--- config.mk ---
export PLATFORM = sky130hd
export DESIGN_NAME = cla_adder_pipe_flat
export DESIGN_NICKNAME = d
export VERILOG_FILES = /design/src/rtl/cla_pkg.sv /design/src/rtl/cla_adder_pipe_if.sv /design/src/rtl/cla_group.sv /design/src/rtl/cla_adder_pipe.sv /design/src/flat_wrapper.sv
export SDC_FILE = /design/constraint.sdc
export NUM_CORES = 1
export LEC_CHECK = 0
export CAP_MARGIN = 10
export CORE_AREA = 2 2 83 85
export CTS_CLUSTER_DIAMETER = 40
export DETAILED_ROUTE_END_ITERATION = 6
export DIE_AREA = 0 0 85 87
export PLACE_DENSITY = 0.84
export SETUP_SLACK_MARGIN = 0.15
export SYNTH_ARGS = -nofsm -noshare
export SYNTH_HDL_FRONTEND = slang
export SYNTH_HIERARCHICAL = 1
export SYNTH_SLANG_ARGS = --single-unit
--- constraint.sdc ---
create_clock -name clk -period 3.91 [get_ports clk]
set_clock_uncertainty 0.05 [all_clocks]
set_input_delay 0.782 -clock clk [delete_from_list [all_inputs] [get_ports clk]]
set_output_delay 0.782 -clock clk [all_outputs]
set_load 0.03 [all_outputs]
--- src/rtl/cla_pkg.sv ---
// Shared constants and operation-mode encoding for the pipelined carry-lookahead adder.
package cla_pkg;

  localparam int CLA_WIDTH = 16;
  localparam int CLA_BLOCK = 4;

  typedef enum logic {
    MODE_ADD = 1'b0,
    MODE_SUB = 1'b1
  } mode_e;

endpackage

--- src/rtl/cla_adder_pipe_if.sv ---
// Operand/result handshake bundle for cla_adder_pipe; slave is the adder's view.
interface cla_adder_pipe_if
  import cla_pkg::*;
#(
  parameter int WIDTH = CLA_WIDTH
);

  logic             in_valid;
  logic             in_ready;
  logic [WIDTH-1:0] a;
  logic [WIDTH-1:0] b;
  logic             cin;
  logic             sub;
  logic             out_valid;
  logic             out_ready;
  logic [WIDTH-1:0] sum;
  logic             cout;
  logic             ovf;
  logic             zero;

  modport master (
    output in_valid, a, b, cin, sub, out_ready,
    input  in_ready, out_valid, sum, cout, ovf, zero
  );

  modport slave (
    input  in_valid, a, b, cin, sub, out_ready,
    output in_ready, out_valid, sum, cout, ovf, zero
  );

endinterface

--- src/rtl/cla_group.sv ---
// One BLOCK-bit lookahead group: group propagate/generate and sum bits from per-bit p/g
// and the group carry-in.
module cla_group
  import cla_pkg::*;
#(
  parameter int BLOCK = CLA_BLOCK
) (
  input  logic [BLOCK-1:0] p,
  input  logic [BLOCK-1:0] g,
  input  logic             cin,
  output logic             gp,
  output logic             gg,
  output logic [BLOCK-1:0] s
);

  logic [BLOCK-1:0] c;

  always_comb begin
    c    = '0;
    gg   = 1'b0;
    c[0] = cin;
    for (int i = 1; i < BLOCK; i++) begin
      c[i] = g[i-1] | (p[i-1] & c[i-1]);
    end
    for (int i = 0; i < BLOCK; i++) begin
      gg = g[i] | (p[i] & gg);
    end
  end

  assign gp = &p;
  assign s  = p ^ c;

endmodule

--- src/rtl/cla_adder_pipe.sv ---
// Two-stage pipelined carry-lookahead adder/subtractor with valid/ready flow control.
// Stage 1 registers per-bit and per-group P/G; stage 2 resolves group carries and the flags.
module cla_adder_pipe
  import cla_pkg::*;
#(
  parameter int WIDTH = CLA_WIDTH,
  parameter int BLOCK = CLA_BLOCK
) (
  input logic            clk,
  input logic            rst,
  cla_adder_pipe_if.slave bus
);

  localparam int NGRP = WIDTH / BLOCK;

  if (((WIDTH % BLOCK) != 0) || (WIDTH < 8)) begin : g_bad_width
    $error("cla_adder_pipe: WIDTH must be a multiple of BLOCK and at least 8");
  end

  mode_e            mode;
  logic [WIDTH-1:0] b_eff;
  logic [WIDTH-1:0] p_next;
  logic [WIDTH-1:0] g_next;
  logic             c_next;
  logic [NGRP-1:0]  gp_next;
  logic [NGRP-1:0]  gg_next;

  logic             s1_valid_reg;
  logic [WIDTH-1:0] p_reg;
  logic [WIDTH-1:0] g_reg;
  logic             c_reg;
  logic [NGRP-1:0]  gp_reg;
  logic [NGRP-1:0]  gg_reg;

  logic [NGRP:0]    gc;
  logic [WIDTH-1:0] sum_next;
  logic             cout_next;
  logic             ovf_next;
  logic             zero_next;

  logic             out_valid_reg;
  logic [WIDTH-1:0] sum_reg;
  logic             cout_reg;
  logic             ovf_reg;
  logic             zero_reg;

  logic             out_adv;
  logic             s1_adv;

  assign out_adv = ~out_valid_reg | bus.out_ready;
  assign s1_adv  = ~s1_valid_reg | out_adv;

  assign mode   = mode_e'(bus.sub);
  assign b_eff  = (mode == MODE_SUB) ? ~bus.b : bus.b;
  assign p_next = bus.a ^ b_eff;
  assign g_next = bus.a & b_eff;
  assign c_next = bus.cin ^ bus.sub;

  // Stage-1 copies feed only group P/G, stage-2 copies only sums; the idle outputs are dropped.
  for (genvar gi = 0; gi < NGRP; gi++) begin : g_grp
    logic [BLOCK-1:0] unused_s;
    logic             unused_gp;
    logic             unused_gg;

    cla_group #(.BLOCK(BLOCK)) u_pg (
      .p   (p_next[gi*BLOCK +: BLOCK]),
      .g   (g_next[gi*BLOCK +: BLOCK]),
      .cin (1'b0),
      .gp  (gp_next[gi]),
      .gg  (gg_next[gi]),
      .s   (unused_s)
    );

    cla_group #(.BLOCK(BLOCK)) u_sum (
      .p   (p_reg[gi*BLOCK +: BLOCK]),
      .g   (g_reg[gi*BLOCK +: BLOCK]),
      .cin (gc[gi]),
      .gp  (unused_gp),
      .gg  (unused_gg),
      .s   (sum_next[gi*BLOCK +: BLOCK])
    );
  end

  // Each group carry is a flat sum of products over all lower groups, not a ripple chain.
  always_comb begin : group_lookahead
    logic carry;
    logic prop;
    gc    = '0;
    carry = 1'b0;
    prop  = 1'b1;
    gc[0] = c_reg;
    for (int i = 0; i < NGRP; i++) begin
      carry = 1'b0;
      for (int j = 0; j <= i; j++) begin
        prop = 1'b1;
        for (int k = j + 1; k <= i; k++) begin
          prop = prop & gp_reg[k];
        end
        carry = carry | (gg_reg[j] & prop);
      end
      prop = 1'b1;
      for (int k = 0; k <= i; k++) begin
        prop = prop & gp_reg[k];
      end
      gc[i+1] = carry | (prop & c_reg);
    end
  end

  // A clear MSB propagate means a and b_eff share a sign, and that sign is the MSB generate.
  assign cout_next = gc[NGRP];
  assign ovf_next  = ~p_reg[WIDTH-1] & (sum_next[WIDTH-1] ^ g_reg[WIDTH-1]);
  assign zero_next = ~|sum_next;

  always_ff @(posedge clk or posedge rst) begin
    if (rst) begin
      s1_valid_reg <= 1'b0;
      p_reg        <= '0;
      g_reg        <= '0;
      c_reg        <= 1'b0;
      gp_reg       <= '0;
      gg_reg       <= '0;
    end else if (s1_adv) begin
      s1_valid_reg <= bus.in_valid;
      if (bus.in_valid) begin
        p_reg  <= p_next;
        g_reg  <= g_next;
        c_reg  <= c_next;
        gp_reg <= gp_next;
        gg_reg <= gg_next;
      end
    end
  end

  always_ff @(posedge clk or posedge rst) begin
    if (rst) begin
      out_valid_reg <= 1'b0;
      sum_reg       <= '0;
      cout_reg      <= 1'b0;
      ovf_reg       <= 1'b0;
      zero_reg      <= 1'b0;
    end else if (out_adv) begin
      out_valid_reg <= s1_valid_reg;
      if (s1_valid_reg) begin
        sum_reg  <= sum_next;
        cout_reg <= cout_next;
        ovf_reg  <= ovf_next;
        zero_reg <= zero_next;
      end
    end
  end

  assign bus.in_ready  = s1_adv;
  assign bus.out_valid = out_valid_reg;
  assign bus.sum       = sum_reg;
  assign bus.cout      = cout_reg;
  assign bus.ovf       = ovf_reg;
  assign bus.zero      = zero_reg;

endmodule

--- src/flat_wrapper.sv ---
// flat-port wrapper written by rule: the top's interface ports become plain ports
module cla_adder_pipe_flat import cla_pkg::*;
#(
  parameter int WIDTH = CLA_WIDTH,
  parameter int BLOCK = CLA_BLOCK
)
  (clk, rst, bus_in_valid, bus_a, bus_b, bus_cin, bus_sub, bus_out_ready, bus_in_ready, bus_out_valid, bus_sum, bus_cout, bus_ovf, bus_zero);
  cla_adder_pipe_if #(.WIDTH(WIDTH)) bus_i ();
  input logic clk;
  input logic rst;
  input wire logic [$bits(bus_i.in_valid)-1:0] bus_in_valid;
  input wire logic [$bits(bus_i.a)-1:0] bus_a;
  input wire logic [$bits(bus_i.b)-1:0] bus_b;
  input wire logic [$bits(bus_i.cin)-1:0] bus_cin;
  input wire logic [$bits(bus_i.sub)-1:0] bus_sub;
  input wire logic [$bits(bus_i.out_ready)-1:0] bus_out_ready;
  output wire logic [$bits(bus_i.in_ready)-1:0] bus_in_ready;
  output wire logic [$bits(bus_i.out_valid)-1:0] bus_out_valid;
  output wire logic [$bits(bus_i.sum)-1:0] bus_sum;
  output wire logic [$bits(bus_i.cout)-1:0] bus_cout;
  output wire logic [$bits(bus_i.ovf)-1:0] bus_ovf;
  output wire logic [$bits(bus_i.zero)-1:0] bus_zero;
  assign bus_i.in_valid = bus_in_valid;
  assign bus_i.a = bus_a;
  assign bus_i.b = bus_b;
  assign bus_i.cin = bus_cin;
  assign bus_i.sub = bus_sub;
  assign bus_i.out_ready = bus_out_ready;
  assign bus_in_ready = bus_i.in_ready;
  assign bus_out_valid = bus_i.out_valid;
  assign bus_sum = bus_i.sum;
  assign bus_cout = bus_i.cout;
  assign bus_ovf = bus_i.ovf;
  assign bus_zero = bus_i.zero;
  cla_adder_pipe #(.WIDTH(WIDTH), .BLOCK(BLOCK)) u_core (.clk(clk), .rst(rst), .bus(bus_i));
endmodule
==> out/results.tsv, run 1 <==
metric	value	unit
status	finished, final reports clean	
GR Layer Usage met3	0.03318	
final core area utilization	0.6065	
TritonCTS clock tree	yes	
Initial Util	0.4897	
Worst path most repeated cell	clkdlybuf4s50_1	
core area	6569	um2
CP Cell Sequence	clkdlybuf4s50_1 > nand3b_4 > clkdlybuf4s50_1	
Iter 0 DRT Violations	63	
CTS clk-pin slew, worst paths	0.06	ns
Max-Cap Viols	0	
FMAX	340.1	MHz
slowest CP cell	clkdlybuf4s50_1	
Setup Viol. Count Final	0	
number of synthesis warnings	6	
number of port buffers	58	
wire per inst	15.95	um
Hold Crit Start	u_core/bus.zero	
fin crit share	0.7519	
Root Buffer	clkbuf_8	
Rows	30	
worst reg2reg setup slack	1.07	ns
Via density	5.233	
R2R cell count	14	
CTS buffer count	9	
Worst Hold Depth	2	
Slew @ Worst Pin	0.7788	ns
WHS Endpoint	u_core/bus.zero	
worst skew pair latency	0.33	ns
CTS resizes	0	
endpoint type of the worst setup path	output pin	
DP Wirelength	4505	um
critical path required time	3.08	ns
M1 GR Usage	0.2146	
most frequent cells in the layout	dfrtp_1, clkdlybuf4s50_1, mux2_4	
filler instances	495	
# clock sinks	59	
WS Path Type	in -> out	
setup TNS	0	ns
vias in the first global route	2113	
critical path peak fanout	3	
GR peak layer	met2	
die height	87	um
chip width	85	um
hold buffers post-CTS	0	
PD cells	590.8	nW/um2
final net count	359	
Pre-antenna DRT Iters	4	
RSZ-0062 raised after global routing	no	
Final Critical Period	2.940	ns
total track usage	0.1785	
Max Slew Vio Count	0	
full die area	7395	um2
Avg Cell Area, Syn	13.99	um2
ANT nets after route	0	
Tightest Hold Check Type	reg -> reg	
Crit Reg-Reg Startpoint	u_core/c_reg	
crit path DAT	2.11	ns
final WL	6013	um
Buf+Inv Stages, Crit Path	2	
final hold vios	0	
postcts setup bufs	0	
Cell Area, Synth	3217	um2
Syn Nets	296	
vias	1973	
maximum number of pins on one net before global-route repair	40	
DRC	0	
leakage	1.876	nW
Rel. slew slack	0.4795	
CP top delay family	buffers and inverters	
CP startpoint kind	input port	
Boundary Pins	59	
worst vdd ir	0.4244	mV
clk buf depth	2	
first-pass GRT wire length	9991	um
H-tree levels	3	
initial antenna violation count	0	
antenna cells	0	
most common cell after layout, fill and taps aside	dfrtp_1	
RePlAce Congestion	0.7595	
RR Endpoint	u_core/bus.zero	
Cells after Synth	230	
Layout area overhead	23.84	%
GRT overflow	0	
GRT met2 Usage	0.2940	
Crit path largest cell delay	0.69	ns
layout cells sized above 1	0.2458	
[metal layers]
metal / wire length, um / vias up / part of all wire
li1: - / 947 / -
met1: 2614 / 968 / 0.43
met2: 3041 / 49 / 0.51
met3: 225 / 9 / 0.037
met4: 131 / 0 / 0.022
met5: 0 / - / 0
[metrics by stage]
| stage | hold slack, ns | area [um2] | instances | worst slack (ns) | power [mW] |
|---|---|---|---|---|---|
| 2_1_floorplan | 0.4221 | 3217 | 230 | 1.340 | 1.508 |
| 5_1_grt | 0.4775 | 3984 | 377 | 0.8371 | 2.480 |
| 6_report | 0.4493 | 3984 | 377 | 0.9699 | 2.354 |
| 4_1_cts | 0.4403 | 3984 | 377 | 0.9590 | 2.373 |
| 3_3_place_gp | 0.4236 | 3805 | 362 | 0.9865 | 1.828 |
| 3_5_place_dp | 0.4254 | 3805 | 362 | 0.9625 | 1.866 |
[worst max path at each step]
stage               depth (start not counted)              end     startpoint
floorplan                                  14  u_core/bus.zero   u_core/c_reg
global placement                            3     bus_in_ready  bus_out_ready
detailed placement                          3     bus_in_ready  bus_out_ready
CTS                                         3     bus_in_ready  bus_out_ready
global route                               14  u_core/bus.zero   u_core/c_reg
finish                                      3     bus_in_ready  bus_out_ready
[report_power, final]
part | switching, mW | internal, mW | total [mW]
combinational | 0.470 | 0.489 | 0.960
sequential | 0.113 | 0.784 | 0.897
clock | 0.221 | 0.276 | 0.497
[tightest hold or removal path: stages, from the launching register on]
cell	delay, ns
dfrtp_1	0.34
nand2_1	0.05
o21ai_0	0.07
[layout make-up]
type,instances,area [um2],area share
Tap cell,80,100.1,0.02513
Timing Repair Buffer,60,595.6,0.1495
Multi-Input combinational cell,160,1622,0.4070
Inverter,3,11.26,0.002827
Clock inverter,2,10.01,0.002513
Sequential cell,59,1476,0.3706
Clock buffer,13,168.9,0.04240
Note: power is estimated with default switching activity, not from simulation.
==> run 2, diff against run 1 <==
CORE_AREA = 2 2 90 92   (was 2 2 83 85)
DIE_AREA = 0 0 92 94   (was 0 0 85 87)
PLACE_DENSITY = 0.76   (was 0.84)
clock period = 2.5 ns   (was 3.91 ns; I/O delays follow)
==> run 2 against run 1 <==
The flow now finishes with violations (negative setup slack). Wire length increased by 4.0%. Via count is 1.7% higher. Combinational power increased by 74%. Non-clock buffer count increased by 12. Core utilization decreased by 4.7 points. Die area is 17% higher. First-iteration DRC count up 29%. Global-route usage is 2.2 points lower. Sequential share of layout area decreased by 2.3 points. Clock power up 72%.
==> out/results.tsv, run 2 (synthesized netlist as in run 1, its figures left out) <==
metric	value	unit
first-pass GRT wire length	10360	um
non-filler cells, final	411	
antenna cells	0	
Setup Viol. Count Final	3	
ANT nets after route	0	
Final Critical Period	2.624	ns
status	finished, violations left	
dpl ws	-0.2339	ns
GRT met2 Usage	0.2561	
CP startpoint kind	register	
Boundary Pins	59	
chip width	92	um
R2R cell count	14	
initial antenna violation count	0	
GR peak layer	met2	
Pre-antenna DRT Iters	4	
DP Wirelength	4605	um
Initial Util	0.4229	
CP Cell Sequence	a21o_1 > a21oi_2 > inv_2 > a21o_1 > ha_2 > or2_1 > ha_2 > or2_4 > ha_4 > nor2_4 > xnor2_2 > nor4_1 > nand4_1 > o21ai_1	
M1 GR Usage	0.2010	
worst vdd ir	0.3219	mV
critical path peak fanout	3	
Rel. slew slack	0.5420	
Seq. cell area	1476	um2
layout cells sized above 1	0.3398	
total track usage	0.1570	
Crit path largest cell delay	0.37	ns
Root Buffer	clkbuf_8	
hold buffers post-CTS	0	
core area	7607	um2
number of port buffers	58	
most common cell after layout, fill and taps aside	dfrtp_1	
GRT overflow	0	
critical path required time	2.71	ns
Tightest Hold Check Type	reg -> reg	
Worst Hold Depth	2	
RSZ-0062 raised after global routing	yes	
Via density	4.881	
leakage	1.967	nW
DRC	0	
# clock sinks	59	
Max Slew Vio Count	0	
filler instances	619	
die height	94	um
Rows	32	
Slew @ Worst Pin	0.6860	ns
worst skew pair latency	0.33	ns
Layout area overhead	32.21	%
PD cells	925.5	nW/um2
wire per inst	15.21	um
WS Path Type	reg -> reg	
final WL	6252	um
Iter 0 DRT Violations	81	
final hold vios	0	
CTS clk-pin slew, worst paths	0.06	ns
FMAX	381.1	MHz
vias	2006	
maximum number of pins on one net before global-route repair	40	
RePlAce Congestion	0.7519	
multi-input logic area	1743	um2
Worst Slack Setup Final	-0.1241	ns
H-tree levels	3	
GR Layer Usage met3	0.03130	
full die area	8648	um2
fin crit share	1.050	
final net count	371	
vias in the first global route	2093	
dpl cells	394	
CTS buffer count	9	
most frequent cells in the layout	dfrtp_1, clkdlybuf4s50_1, mux2_4	
crit path DAT	2.83	ns
TritonCTS clock tree	yes	
slowest CP cell	dfrtp_1	
failing checks	negative setup slack	
clk buf depth	2	
endpoint type of the worst setup path	register	
Max-Cap Viols	0	
[run 2: cell types whose count changed in the layout (fill, tap and decap cells not counted), sizes merged]
cell           previous run  this run
clkinv                    2         1
dlymetal6s2s              0         1
clkdlybuf4s50            58        57
buf                       2        14
bufinv                    0         1
[run 2: through the flow]
step	area [um2]	hold slack (ns)	power (mW)	util	TNS [ns]
floorplan	3243	0.4233	2.381	-	-0.02867
global placement	3946	0.4389	2.932	0.5188	-0.1668
detailed placement	3946	0.4315	2.967	0.5188	-0.4176
CTS	4217	0.4425	3.924	0.5543	-0.2267
global route	4253	0.4707	4.155	0.5590	-0.5953
finish	4253	0.4306	3.936	0.5590	-0.1885
[run 2: worst paths after layout]
kind | start | endpoint | slack [ns]
min | u_core/bus.ovf | u_core/bus.ovf | 0.43
min in group asynchronous | rst | u_core/s1_valid_reg | 0.55
min reg2reg | u_core/bus.ovf | u_core/bus.ovf | 0.43
max reg2reg | u_core/c_reg | u_core/bus.zero | -0.12
max in group asynchronous | rst | u_core/bus.sum[12] | 1.22
max | u_core/c_reg | u_core/bus.zero | -0.12
[run 2: critical path: cells and delay by family, from the launching register on]
family	cells	cell delay, ns
xor gates and xnor gates	1	0.10
DFF	1	0.37
and+or+nand+nor	5	0.83
AOI/OAI and AO/OA	4	0.67
adders and majority gates	3	0.48
buffers and inverters	1	0.06
[run 2: layout make-up]
| class | count | area share |
|---|---|---|
| inverters | 3 | 0.002648 |
| well taps | 102 | 0.03001 |
| flip-flops and latches | 59 | 0.3472 |
| clock inverters | 2 | 0.008238 |
| clock buffers | 13 | 0.03736 |
| repair buffers | 72 | 0.1648 |
| multi-input cells | 160 | 0.4098 |
[run 2: repair_timing]
action,in CTS,in global routing
resized for setup,15,7
pin swaps,12,6
setup endpoints to repair,6,8
cloned,0,0
setup buffers,1,1
[run 2: routing by layer]
metal,part of all wire,wire length [um]
met1,0.44,2770
met5,0,0
met4,0.017,104
met2,0.50,3106
met3,0.043,270
[run 2: power by group]
part,switching (mW),total (mW),internal (mW),leakage (nW)
sequential,0.185,1.41,1.23,0.717
clock,0.347,0.855,0.508,0.0995
combinational,0.777,1.67,0.892,1.15
==> run 3, diff against run 2 <==
CELL_PAD_IN_SITES_DETAIL_PLACEMENT = 1   (was default)
CELL_PAD_IN_SITES_GLOBAL_PLACEMENT = 1   (was default)
CORE_AREA = 2 2 100 102   (was 2 2 90 92)
DIE_AREA = 0 0 102 104   (was 0 0 92 94)
PLACE_DENSITY = default   (was 0.76)
PLACE_DENSITY_LB_ADDON = 0.1   (was default)
==> run 3 against run 2 <==
Critical path type unchanged. Die area increased by 23%. Wire length increased by 14%. Sequential cell count unchanged. Clock power grew 11%. Setup slack got worse by 0.036 ns. First-iteration DRC count decreased by 48%. Clock-buffer cell count decreased by 2. The flow still finishes with violations (negative setup slack). Register-to-register slack worse by 0.04 ns. Final cell count rose by 8.0%. Worst hold slack gained 0.025 ns. Sequential power is essentially flat. Via count is 0.55% lower.
==> out/results.tsv, run 3 (synthesized netlist as in run 1, its figures left out) <==
metric	value	unit
RePlAce Congestion	0.7080	
TritonCTS clock tree	yes	
Worst Slack Setup Final	-0.1601	ns
number of port buffers	58	
dpl cells	422	
filler instances	1015	
Worst Hold Depth	1	
layout cells sized above 1	0.3408	
Top Layer Used	met4	
CTS buffer count	9	
WP depth	13	
worst skew pair latency	0.34	ns
wire per inst	16.00	um
Max-Cap Viols	0	
Via density	4.493	
chip width	102	um
Switching Share	0.3346	
antenna cells	0	
WS Path Type	reg -> reg	
DP Wirelength	4986	um
slowest CP cell	dfrtp_1	
Max Slew Vio Count	0	
Seq. cell area	1476	um2
fin crit share	1.064	
Crit Reg-Reg Startpoint	u_core/gp_reg[0]	
initial antenna violation count	0	
vias in the first global route	2219	
CTS clk-pin slew, worst paths	0.07	ns
Sw Pwr	1.374	mW
Rows	36	
Flop pwr share	0.345	
Setup Viol. Count Final	5	
endpoint type of the worst setup path	register	
leakage	1.993	nW
DRC	0	
Post-Route M1 WL	3438	um
crit path from	u_core/gp_reg[0]	
PD cells	941.2	nW/um2
multi-input logic area	1770	um2
most frequent cells in the layout	dfrtp_1, clkdlybuf4s50_1, mux2_4	
hold buffers post-CTS	0	
CP startpoint kind	register	
# clock sinks	59	
final hold vios	0	
Clk pwr share	0.231	
failing checks	negative setup slack	
vias	1995	
maximum number of pins on one net before global-route repair	60	
RSZ-0062 raised after global routing	yes	
combinational share of power	0.424	
Crit path largest cell delay	0.38	ns
Initial Util	0.3369	
Overall Power	4.105	mW
core area	9549	um2
dpl ws	-0.2391	ns
first-pass GRT wire length	11920	um
WHS	0.4559	ns
Iter 0 DRT Violations	42	
non-filler cells, final	444	
Layout area overhead	35.59	%
Area after DPL	3975	um2
critical path peak fanout	3	
status	finished, violations left	
Pre-antenna DRT Iters	4	
Final Instance Area	4362	um2
FMAX	375.9	MHz
H-tree levels	3	
WL met2	3318	um
ANT nets after route	0	
R2R cell count	13	
die height	104	um
Hold Crit Start	u_core/bus.sum[1]	
critical path required time	2.70	ns
final WL	7106	um
Buf+Inv Stages, Crit Path	1	
GRT overflow	0	
final net count	372	
Rel. slew slack	0.7159	
full die area	10610	um2
Slew @ Worst Pin	0.4251	ns
Root Buffer	clkbuf_8	
crit path DAT	2.86	ns
met3 wire length	228	um
CP Cell Sequence	a21o_1 > a21oi_2 > inv_2 > a21o_1 > ha_2 > or2_1 > ha_2 > or2_4 > ha_4 > nor2_4 > xnor2_4 > xnor2_1 > o31ai_1	
Boundary Pins	59	
Tightest Hold Check Type	reg -> reg	
Pint	2.732	mW
CP top delay family	compound AO/OA/AOI/OAI gates	
worst vdd ir	0.4974	mV
Final Critical Period	2.660	ns
total track usage	0.1475	
most common cell after layout, fill and taps aside	dfrtp_1	
clk buf depth	2	
==> run 3: worst paths after layout <==
| check | end | slack, ns |
|---|---|---|
| setup / recovery | u_core/bus.ovf | -0.16 |
| hold / removal | u_core/bus.sum[1] | 0.46 |
| setup reg to reg | u_core/bus.ovf | -0.16 |
| hold reg to reg | u_core/bus.sum[1] | 0.46 |
| max in group asynchronous | u_core/bus.sum[15] | 1.62 |
| min in group asynchronous | u_core/g_reg[12] | 0.47 |
==> run 3: metal layers <==
metal | global-route usage | vias to the layer above
met5 | 0 | -
met4 | 0.05143 | 0
met3 | 0.03495 | 10
met2 | 0.2256 | 41
met1 | 0.2033 | 977
li1 | - | 967
==> run 3: final cells by class <==
cell class              instances  share of cell area
clock buffers                  11             0.03012
clock inverters                 5             0.01779
inverters                       3            0.002582
multi-input cells             160              0.4059
flip-flops and latches         59              0.3385
well taps                     133             0.03815
repair buffers                 73              0.1670
==> run 3: power by group through the flow <==
stage | sequential [mW] | combinational (mW) | clock [mW]
after floorplan | 1.66 | 0.718 | 0
after detailed placement | 1.42 | 1.58 | 0
after CTS | 1.42 | 1.71 | 0.984
after global routing | 1.46 | 1.88 | 1.02
after global placement | 1.41 | 1.56 | 0
final | 1.42 | 1.74 | 0.947
==> run 3: what timing repair did <==
action,4_1_cts,5_1_grt
setup buffers,3,3
setup endpoints to repair,6,8
pin swaps,12,12
resized for setup,19,8
==> run 3: per-stage QoR <==
stage           TNS, ns  utilization
2_1_floorplan  -0.02867            -
3_3_place_gp    -0.2433       0.4163
3_5_place_dp    -0.4174       0.4163
4_1_cts         -0.3974       0.4513
5_1_grt          -1.247       0.4568
6_report        -0.5983       0.4568
